### config.mk
export PLATFORM = sky130hd
export DESIGN_NAME = mem_bus_arbiter
export DESIGN_NICKNAME = d
export VERILOG_FILES = /design/src/rtl/mem_bus_arbiter.sv
export SDC_FILE = /design/constraint.sdc
export NUM_CORES = 1
export LEC_CHECK = 0
export ABC_AREA = 1
export BUFFER_PORTS_ARGS = -buffer_cell sky130_fd_sc_hd__buf_2
export CAP_MARGIN = 20
export CORE_AREA = 8 8 116 118
export DETAILED_ROUTE_END_ITERATION = 16
export DIE_AREA = 0 0 124 126
export PLACE_DENSITY_LB_ADDON = 0.2
export SYNTH_ARGS = -nofsm -noshare
export SYNTH_HDL_FRONTEND = slang
export SYNTH_SLANG_ARGS = --single-unit
### constraint.sdc
create_clock -name clk -period 1.5 [get_ports clk]
set_input_delay 0.15 -clock clk [delete_from_list [all_inputs] [get_ports clk]]
set_output_delay 0.15 -clock clk [all_outputs]
set_load 0.02 [all_outputs]
### src/rtl/mem_bus_arbiter.sv
// -----------------------------------------------------------------------------
// mem_bus_arbiter
//
// This block shares one picorv32-style valid/ready memory bus (the one that
// feeds the address decoder) between two masters:
//   - master 0 is the CPU
//   - master 1 is the DMA/copy engine
//
// Arbitration:
//   - Requests are granted round-robin.
//   - A grant is held for exactly one transaction.
//   - A one-cycle IDLE bubble follows every completion.
//   - Master 1 is not allowed into the MMIO window (addr[31:30] == 2'b11).
//     Such an access is answered locally with an error pulse and is never
//     forwarded to the slave.
//
// Optional feature:
//   Define MEM_BUS_ARBITER_TIMEOUT_EN to add a watchdog. The watchdog
//   completes a hung slave access after TIMEOUT_CYCLES busy cycles and
//   returns zero data.
//
// Parameters:
//   TIMEOUT_CYCLES      watchdog limit, legal range 2..65535
//
// Ports:
//   clk, reset_n        clock; synchronous active-low reset
//   mX_valid            master X request, held until mX_ready
//   mX_addr             master X address
//   mX_wdata            master X write data
//   mX_wstrb            master X byte strobes (0 = read)
//   mX_ready            one-cycle completion pulse to master X
//   mX_rdata            read data to master X, 0 unless mX_ready
//   s_valid             request to the decoder
//   s_addr              granted master's address, 0 when no grant
//   s_wdata             granted master's write data, 0 when no grant
//   s_wstrb             granted master's byte strobes, 0 when no grant
//   s_ready, s_rdata    decoder completion and read data
//   grant               one-hot owner (bit0 = m0, bit1 = m1)
//   m1_err              one-cycle pulse when an m1 MMIO access is blocked
//   timeout             one-cycle pulse when the watchdog fires
// -----------------------------------------------------------------------------
module mem_bus_arbiter #(
    parameter int TIMEOUT_CYCLES = 1024
) (
    input  logic        clk,
    input  logic        reset_n,
    input  logic        m0_valid,
    input  logic [31:0] m0_addr,
    input  logic [31:0] m0_wdata,
    input  logic [3:0]  m0_wstrb,
    output logic        m0_ready,
    output logic [31:0] m0_rdata,
    input  logic        m1_valid,
    input  logic [31:0] m1_addr,
    input  logic [31:0] m1_wdata,
    input  logic [3:0]  m1_wstrb,
    output logic        m1_ready,
    output logic [31:0] m1_rdata,
    output logic        s_valid,
    output logic [31:0] s_addr,
    output logic [31:0] s_wdata,
    output logic [3:0]  s_wstrb,
    input  logic        s_ready,
    input  logic [31:0] s_rdata,
    output logic [1:0]  grant,
    output logic        m1_err,
    output logic        timeout
);

    typedef enum logic [1:0] {
        IDLE    = 2'd0,
        BUSY_M0 = 2'd1,
        BUSY_M1 = 2'd2,
        BLOCK   = 2'd3
    } state_t;

    state_t r_state;
    // Last-grant pointer: 1'b1 means m1 was granted last, so m0 wins a tie.
    logic   r_last;

    logic   w_pick_m1;
    logic   w_m1_mmio;
    logic   w_busy;
    logic   w_done;
    logic   w_wd_expire;

    if ((TIMEOUT_CYCLES < 32'sd2) || (TIMEOUT_CYCLES > 32'sd65535)) begin : g_bad_timeout
        $error("mem_bus_arbiter: TIMEOUT_CYCLES must be within 2..65535");
    end

    // On a tie, m1 wins only when m0 was the last master served.
    assign w_pick_m1 = m1_valid && (!m0_valid || !r_last);
    assign w_m1_mmio = (m1_addr[31:30] == 2'b11);
    assign w_busy    = (r_state == BUSY_M0) || (r_state == BUSY_M1);
    // A busy transaction ends on slave completion or on watchdog expiry.
    assign w_done    = s_ready || w_wd_expire;

`ifdef MEM_BUS_ARBITER_TIMEOUT_EN
    localparam int CNT_W = $clog2(TIMEOUT_CYCLES + 1);
    localparam logic [CNT_W-1:0] CNT_LAST = CNT_W'(TIMEOUT_CYCLES - 1);

    logic [CNT_W-1:0] r_wd_cnt;

    // When s_ready coincides with expiry, the slave response takes priority.
    assign w_wd_expire = w_busy && !s_ready && (r_wd_cnt == CNT_LAST);
`else
    assign w_wd_expire = 1'b0;
`endif

    // Arbiter FSM: state, last-grant pointer and watchdog counter.
    always_ff @(posedge clk) begin
        if (!reset_n) begin
            r_state  <= IDLE;
            r_last   <= 1'b1;
`ifdef MEM_BUS_ARBITER_TIMEOUT_EN
            r_wd_cnt <= {CNT_W{1'b0}};
`endif
        end else begin
            case (r_state)
                IDLE: begin
                    if (m0_valid || m1_valid) begin
                        r_last <= w_pick_m1;
                        if (w_pick_m1) begin
                            r_state <= w_m1_mmio ? BLOCK : BUSY_M1;
                        end else begin
                            r_state <= BUSY_M0;
                        end
                    end else begin
                        r_state <= IDLE;
                    end
                end
                BUSY_M0, BUSY_M1: begin
                    if (w_done) begin
                        r_state <= IDLE;
                    end else begin
                        r_state <= r_state;
                    end
                end
                BLOCK: begin
                    r_state <= IDLE;
                end
                default: begin
                    r_state <= IDLE;
                end
            endcase
`ifdef MEM_BUS_ARBITER_TIMEOUT_EN
            // Holding the counter at zero in IDLE clears it on every BUSY entry.
            if (!w_busy) begin
                r_wd_cnt <= {CNT_W{1'b0}};
            end else if (!s_ready) begin
                r_wd_cnt <= r_wd_cnt + CNT_W'(1);
            end else begin
                r_wd_cnt <= r_wd_cnt;
            end
`endif
        end
    end

    // Bus and response steering, decoded from the current state.
    always_comb begin
        s_valid  = 1'b0;
        s_addr   = 32'h0;
        s_wdata  = 32'h0;
        s_wstrb  = 4'h0;
        m0_ready = 1'b0;
        m0_rdata = 32'h0;
        m1_ready = 1'b0;
        m1_rdata = 32'h0;
        grant    = 2'b00;
        m1_err   = 1'b0;
        timeout  = 1'b0;
        case (r_state)
            BUSY_M0: begin
                grant   = 2'b01;
                s_valid = 1'b1;
                s_addr  = m0_addr;
                s_wdata = m0_wdata;
                s_wstrb = m0_wstrb;
                if (s_ready) begin
                    m0_ready = 1'b1;
                    m0_rdata = s_rdata;
                end else if (w_wd_expire) begin
                    m0_ready = 1'b1;
                    timeout  = 1'b1;
                end else begin
                    m0_ready = 1'b0;
                end
            end
            BUSY_M1: begin
                grant   = 2'b10;
                s_valid = 1'b1;
                s_addr  = m1_addr;
                s_wdata = m1_wdata;
                s_wstrb = m1_wstrb;
                if (s_ready) begin
                    m1_ready = 1'b1;
                    m1_rdata = s_rdata;
                end else if (w_wd_expire) begin
                    m1_ready = 1'b1;
                    timeout  = 1'b1;
                end else begin
                    m1_ready = 1'b0;
                end
            end
            BLOCK: begin
                // Blocked MMIO access: complete locally, never reach the slave.
                grant    = 2'b10;
                m1_ready = 1'b1;
                m1_err   = 1'b1;
            end
            IDLE: begin
                grant = 2'b00;
            end
            default: begin
                grant = 2'b00;
            end
        endcase
    end

endmodule

==> results of run 1 <==
## layout make-up
class | instances | share of cell area [%]
Clock buffer | 4 | 1.28
Multi-Input combinational cell | 295 | 38.8
Inverter | 38 | 2.64
Tap cell | 147 | 2.99
Timing Repair inverter | 1 | 0.142
Sequential cell | 3 | 1.10
Timing Repair Buffer | 358 | 53.0
## power groups by stage
| stage | clock, mW | combinational [mW] | sequential (mW) |
|---|---|---|---|
| floorplan | 0 | 1.87 | 0.117 |
| global placement | 0 | 2.84 | 0.117 |
| detailed placement | 0 | 2.85 | 0.119 |
| CTS | 0.431 | 4.16 | 0.131 |
| global route | 0.434 | 5.59 | 0.134 |
| finish | 0.421 | 5.31 | 0.132 |
## how the worst max path moves through the flow
| stage | slack [ns] | cells after the start | startpoint | to |
|---|---|---|---|---|
| 3_3_place_gp | -0.07 | 6 | r_state[0] | s_wdata[3] |
| 2_1_floorplan | -0.009 | 5 | r_state[0] | s_addr[18] |
| 3_5_place_dp | -0.08 | 6 | r_state[0] | s_addr[23] |
| 5_1_grt | -0.25 | 6 | r_state[0] | s_wdata[23] |
| 4_1_cts | -0.20 | 6 | r_state[0] | s_wdata[22] |
| 6_report | -0.20 | 6 | r_state[0] | s_wdata[23] |
## state kept, by name (all words and copies together), names as in the netlist
register	cells
r_last	1
r_state	2
## kinds of logic (layout without fill, tap and decap cells)
logic type	Yosys count	after routing	synth area share, %
buf+inv	68	401	19.9
simple gates	214	214	49.1
flops	3	3	3.66
fa+ha+maj	6	6	4.57
other cells	1	1	0.228
compound gates	74	74	22.5
## placed cells by master, fill, tap and decap left out, types with 11 or more instances in the layout
master     count
a21oi_2       41
a21oi_4       27
buf_12        11
buf_16        11
buf_2        175
buf_4         29
buf_6        119
clkbuf_16     14
inv_1         34
nand2_1      112
nand2_2       20
nor2_4        65
## repair_timing
item | 4_1_cts | 5_1_grt
buffers inserted | 7 | 5
pin swaps | 5 | 17
endpoints found under the hold margin | 0 | 0
hold buffers | 0 | 0
cloned | 11 | 15
endpoints found under the setup margin | 135 | 135
resized for setup | 283 | 239
## routing by layer
| metal | part of all wire [%] | track usage (%) |
|---|---|---|
| met5 | 0 | 0 |
| met4 | 1.9 | 2.45 |
| met3 | 10 | 3.35 |
| met2 | 55 | 31.6 |
| met1 | 33 | 15.3 |
## metrics by stage
step / hold slack (ns) / setup slack [ns] / power (mW) / instances
detailed placement: 0.382 / -0.0778 / 2.97 / 807
global route: 0.176 / -0.251 / 6.15 / 846
finish: 0.152 / -0.197 / 5.86 / 846
floorplan: 0.235 / -0.00915 / 1.99 / 366
CTS: 0.152 / -0.196 / 4.72 / 829
global placement: 0.372 / -0.0727 / 2.95 / 807
## worst register-to-register path, cell delays in order (launching register included)
cell and delay [ns]:
dfxtp_4 0.37, inv_4 0.05, ha_4 0.33, buf_4 0.13, nand2_1 0.08, o21ai_0 0.17
a21oi_1 0.06
==> metrics.txt, run 1 <==
outcome=finished with violations; violated checks=setup timing; Yosys warning total=0; Setup WS post-layout=-0.197 ns; Clk network pwr share=a little over 7%; max-slew violations=0; Synth async-reset ratio=0%; Crit Reg-Reg Startpoint=r_state[0]; clock slew at reported path FFs=~0.03 ns; Worst EP arrival=~1.6 ns; Die Span Y=about 130 µm; internal power=~3 mW; Reg2Reg Depth=6; worst path required time=1.35 ns; clock root buffer=clkbuf_16; DRC=0; Avg Vias per Cell=about 4.5; H-tree depth=1; die area=between 15000 and 20000 µm²; Netlist cell types=14; sw frac=49.9%; First-pass DRT Iterations=6; type of the worst setup path=register to output pin; setup slack, reg-to-reg=between 0.15 and 0.2 ns; Multi-input gate area=2390 µm²; placed cell areas=~3600 µm²; FF+latch count, synth=3; final clock skew=approximately 0.0022 ns; Final setup viols=between 100 and 150; TritonCTS clock tree=yes; antenna violations before repair=0; CP max stage delay=0.37 ns; fillers=a little over 1000; HP Start=reset_n; PortBufs=between 300 and 400; nets@finish=879; Synth Area per Inst=between 4 and 5 µm²; pin count of the biggest net entering global routing=33; Setup TNS=-17.46 ns; Die Wd=124 µm; Antenna diodes=0; row count=40; cell area power density=about 950 nW/µm²; Post-synth EDFFs=0; max-cap violations=0; Final HPWL DP=between 9000 and 10000 µm; Num CTS Buffers=3; GRT Total Usage=15.5%; Sink Count=3; area share of the largest cell type after synthesis=32.4%; Fin. Hold Viols=0; area added between synthesis and finish=275%; CP Capture Type=output pin; global-route wire length before repair=19600 µm; # IOs=about 310; Peak VDD IR=around 0.53 mV; RSZ-0062 raised after global routing=true; Hold Path End=r_last; Critical Path Source Type=register; DRT antenna net count=0; routed len/inst=18.8 µm; path category of the worst min-delay check=input port to register; clk buf depth=2; synthesized area=1640 µm²; RD Place Congestion=roughly 0.79; Buf/Inv on CP=4; Most used DFF post-synth=dfxtp_1; CP max-delay cell=dfxtp_4; crit-path cells=inv_4, ha_4, clkinv_8, clkbuf_16, a21oi_2, buf_6; count leader, synth=nand2_1; via count=3794; Area contributors post-synth=nand2_1, a21oi_1, nor2_1; register area share after synthesis=3.66%; Skew-Pair Late Insertion Delay=between 0.2 and 0.25 ns; crit-path max FO=10; Seq. cell area=between 60 and 70 µm²; min Tclk post-route=roughly 1.7 ns; sequential fraction of design power=between 2 and 2.5%; 1st-iter DRT viols=about 90; reg2reg end=r_state[0]; Final Cycle Share=113%; share of cells above drive strength 1=76.8%; Comb power frac=approximately 91%; P_sw=just under 3 mW; Overflow after GRT=0; max frequency=between 500 and 600 MHz; dominant cell type by area after synthesis=nand2_1; Finished Cell Area=approximately 6200 µm²; commonest cells in the netlist=nand2_1, a21oi_1, nor2_1, inv_1, buf_2; post-synth net total=~550; kind of cell adding the most delay to the critical path=buffers and inverters; Final Util=a little over half; core area=11700 µm²; Gate Count Post-Synth=about 370; initial core utilization=14.0%; vias in the first global route=just under 4000; hold path cells=2; Lkg Pwr=~2.7 nW; Post-Route WL=around 16000 µm
No activity file was read; power rests on OpenSTA's default activity.
==> run 2: changes to the inputs <==
--- a/config.mk
+++ b/config.mk
@@ -12,6 +12,7 @@
 export DETAILED_ROUTE_END_ITERATION = 16
 export DIE_AREA = 0 0 124 126
 export PLACE_DENSITY_LB_ADDON = 0.2
+export SKIP_CTS_REPAIR_TIMING = 1
 export SYNTH_ARGS = -nofsm -noshare
 export SYNTH_HDL_FRONTEND = slang
 export SYNTH_SLANG_ARGS = --single-unit
==> metrics.txt, run 2 (synthesized netlist as in run 1, its figures left out) <==
outcome=finished with violations (unchanged); violated checks=setup timing (unchanged); Top Registers=r_state: 2 flops, r_last: 1 flops (unchanged); GRT Total Usage=12.7% (was 15.5%); antenna violations before repair=0 (unchanged); Die Span Y=126 µm (unchanged); PortBufs=310 (unchanged); max frequency=603 MHz (was 589 MHz); Sink Count=3 (unchanged); path category of the worst min-delay check=input port to register (unchanged); initial core utilization=14.0% (unchanged); RSZ-0062 raised after global routing=true (unchanged); global-route wire length before repair=16400 µm (was 19600 µm); Lkg Pwr=2.58 nW (was 2.74 nW); sw frac=51.8% (was 49.9%); Peak VDD IR=0.533 mV (was 0.532 mV); clock root buffer=clkbuf_16 (unchanged); Avg Vias per Cell=4.34 (was 4.48); Critical Path Source Type=register (unchanged); min Tclk post-route=1.66 ns (was 1.70 ns); Tot Pwr=5.04 mW (was 5.86 mW); Crit Reg-Reg Startpoint=r_state[0] (unchanged); Die Wd=124 µm (unchanged); Final setup viols=135 (unchanged); DRC=0 (unchanged); hold path cells=2 (unchanged); Final HPWL DP=9700 µm (unchanged); routed len/inst=17.8 µm (was 18.8 µm); nets@finish=869 (was 879); Num CTS Buffers=3 (unchanged); Clk network pwr share=8.4% (was 7.2%); most common cell after layout, fill and taps aside=buf_2 (unchanged); Worst EP arrival=1.51 ns (was 1.55 ns); Fin. Hold Viols=0 (unchanged); most frequent cells in the layout=buf_2, nand2_1, buf_4 (was buf_2, buf_6, nand2_1); Comb power frac=89.0% (was 90.6%); Finished Cell Area=5110 µm² (was 6150 µm²); TritonCTS clock tree=yes (unchanged); row count=40 (unchanged); final std cells w/o fill=837 (was 846); RD Place Congestion=0.791 (unchanged); fillers=1176 (was 1032); max reg flops=2 (unchanged); Placed Instances=807 (unchanged); Final Util=43.7% (was 52.5%); largest register by flop count=r_state (unchanged); CP Capture Type=output pin (unchanged); cell area power density=986 nW/µm² (was 953 nW/µm²); vias in the first global route=3381 (was 3885); CP max stage delay=0.36 ns (was 0.37 ns); met2 routed WL=7970 µm (was 8720 µm); 1st-iter DRT viols=156 (was 92); H-tree depth=1 (unchanged); Skew-Pair Late Insertion Delay=0.22 ns (about the same); crit-path cells=inv_4, ha_4, buf_8, clkbuf_16, nand2_1, a21oi_2, buf_6 (was inv_4, ha_4, clkinv_8, clkbuf_16, a21oi_2, buf_6); setup slack, reg-to-reg=0.25 ns (was 0.18 ns); sequential fraction of design power=2.7% (was 2.2%); clock slew at reported path FFs=0.03 ns (about the same); met3 WL post-DR=1460 µm (was 1590 µm); area added between synthesis and finish=211% (was 275%); core area=11700 µm² (unchanged); Buf/Inv on CP=4 (unchanged); CP max-delay cell=dfxtp_4 (unchanged); Top Metal Used=met4 (unchanged); crit-path max FO=8 (was 10); met1 wire length=5220 µm (was 5300 µm); type of the worst setup path=register to output pin (unchanged); Hold Path End=r_last (unchanged); kind of cell adding the most delay to the critical path=buffers and inverters (unchanged); die area=15600 µm² (unchanged); HP Start=reset_n (unchanged); share of cells above drive strength 1=70.2% (was 76.8%); Overflow after GRT=0 (unchanged); reg2reg end=r_state[0] (unchanged); clk buf depth=2 (unchanged); P_sw=2.61 mW (was 2.92 mW); internal power=2.43 mW (was 2.94 mW); # IOs=312 (unchanged); Post-Route WL=14900 µm (was 15900 µm); worst path required time=1.35 ns (about the same); Final Cycle Share=111% (was 113%); First-pass DRT Iterations=4 (was 6); pin count of the biggest net entering global routing=43 (was 33); final clock skew=0.00323 ns (was 0.00220 ns); Reg2Reg Depth=6 (unchanged); placed cell areas=3640 µm² (unchanged); Setup WS post-layout=-0.160 ns (was -0.197 ns); max-cap violations=0 (unchanged); max-slew violations=0 (unchanged); via count=3631 (was 3794); DRT antenna net count=0 (unchanged)
==> run 2: stage by stage <==
| step | worst slack, ns | setup TNS (ns) | hold slack [ns] |
|---|---|---|---|
| floorplan | -0.00915 | -0.366 | 0.235 |
| global placement | -0.0727 | -0.164 | 0.372 |
| CTS | -0.319 | -25.23 | 0.152 |
| detailed placement | -0.0778 | -0.562 | 0.382 |
| global route | -0.222 | -23.33 | 0.174 |
| finish | -0.160 | -16.08 | 0.154 |
==> run 2: worst max-delay path by stage <==
stage | startpoint | to | slack [ns] | cells after the start
2_1_floorplan | r_state[0] | s_addr[18] | -0.009 | 5
3_3_place_gp | r_state[0] | s_wdata[3] | -0.07 | 6
3_5_place_dp | r_state[0] | s_addr[23] | -0.08 | 6
4_1_cts | r_state[0] | s_addr[23] | -0.32 | 6
5_1_grt | r_state[0] | m1_rdata[6] | -0.22 | 7
6_report | r_state[0] | s_addr[23] | -0.16 | 7
==> run 2: layout make-up <==
type                    count  area (µm²)  area share [%]
multi-input cells         295        1920            37.6
diodes                      1        2.50          0.0489
inverters                  38         155            3.03
clock buffers               4        78.8            1.54
repair buffers            349        2700            52.9
flip-flops and latches      3        67.6            1.32
well taps                 147         184            3.60
==> run 2: power groups by stage <==
stage	combinational, mW	clock (mW)	sequential (mW)
2_1_floorplan	1.87	0	0.117
3_3_place_gp	2.84	0	0.117
3_5_place_dp	2.85	0	0.119
4_1_cts	2.86	0.431	0.118
5_1_grt	4.73	0.434	0.136
6_report	4.49	0.421	0.134
==> run 2: layer usage <==
layer,vias to the layer above,track usage (%)
li1,1760,-
met1,1629,13.3
met2,223,25.3
met3,19,2.41
met4,0,2.24
met5,-,0
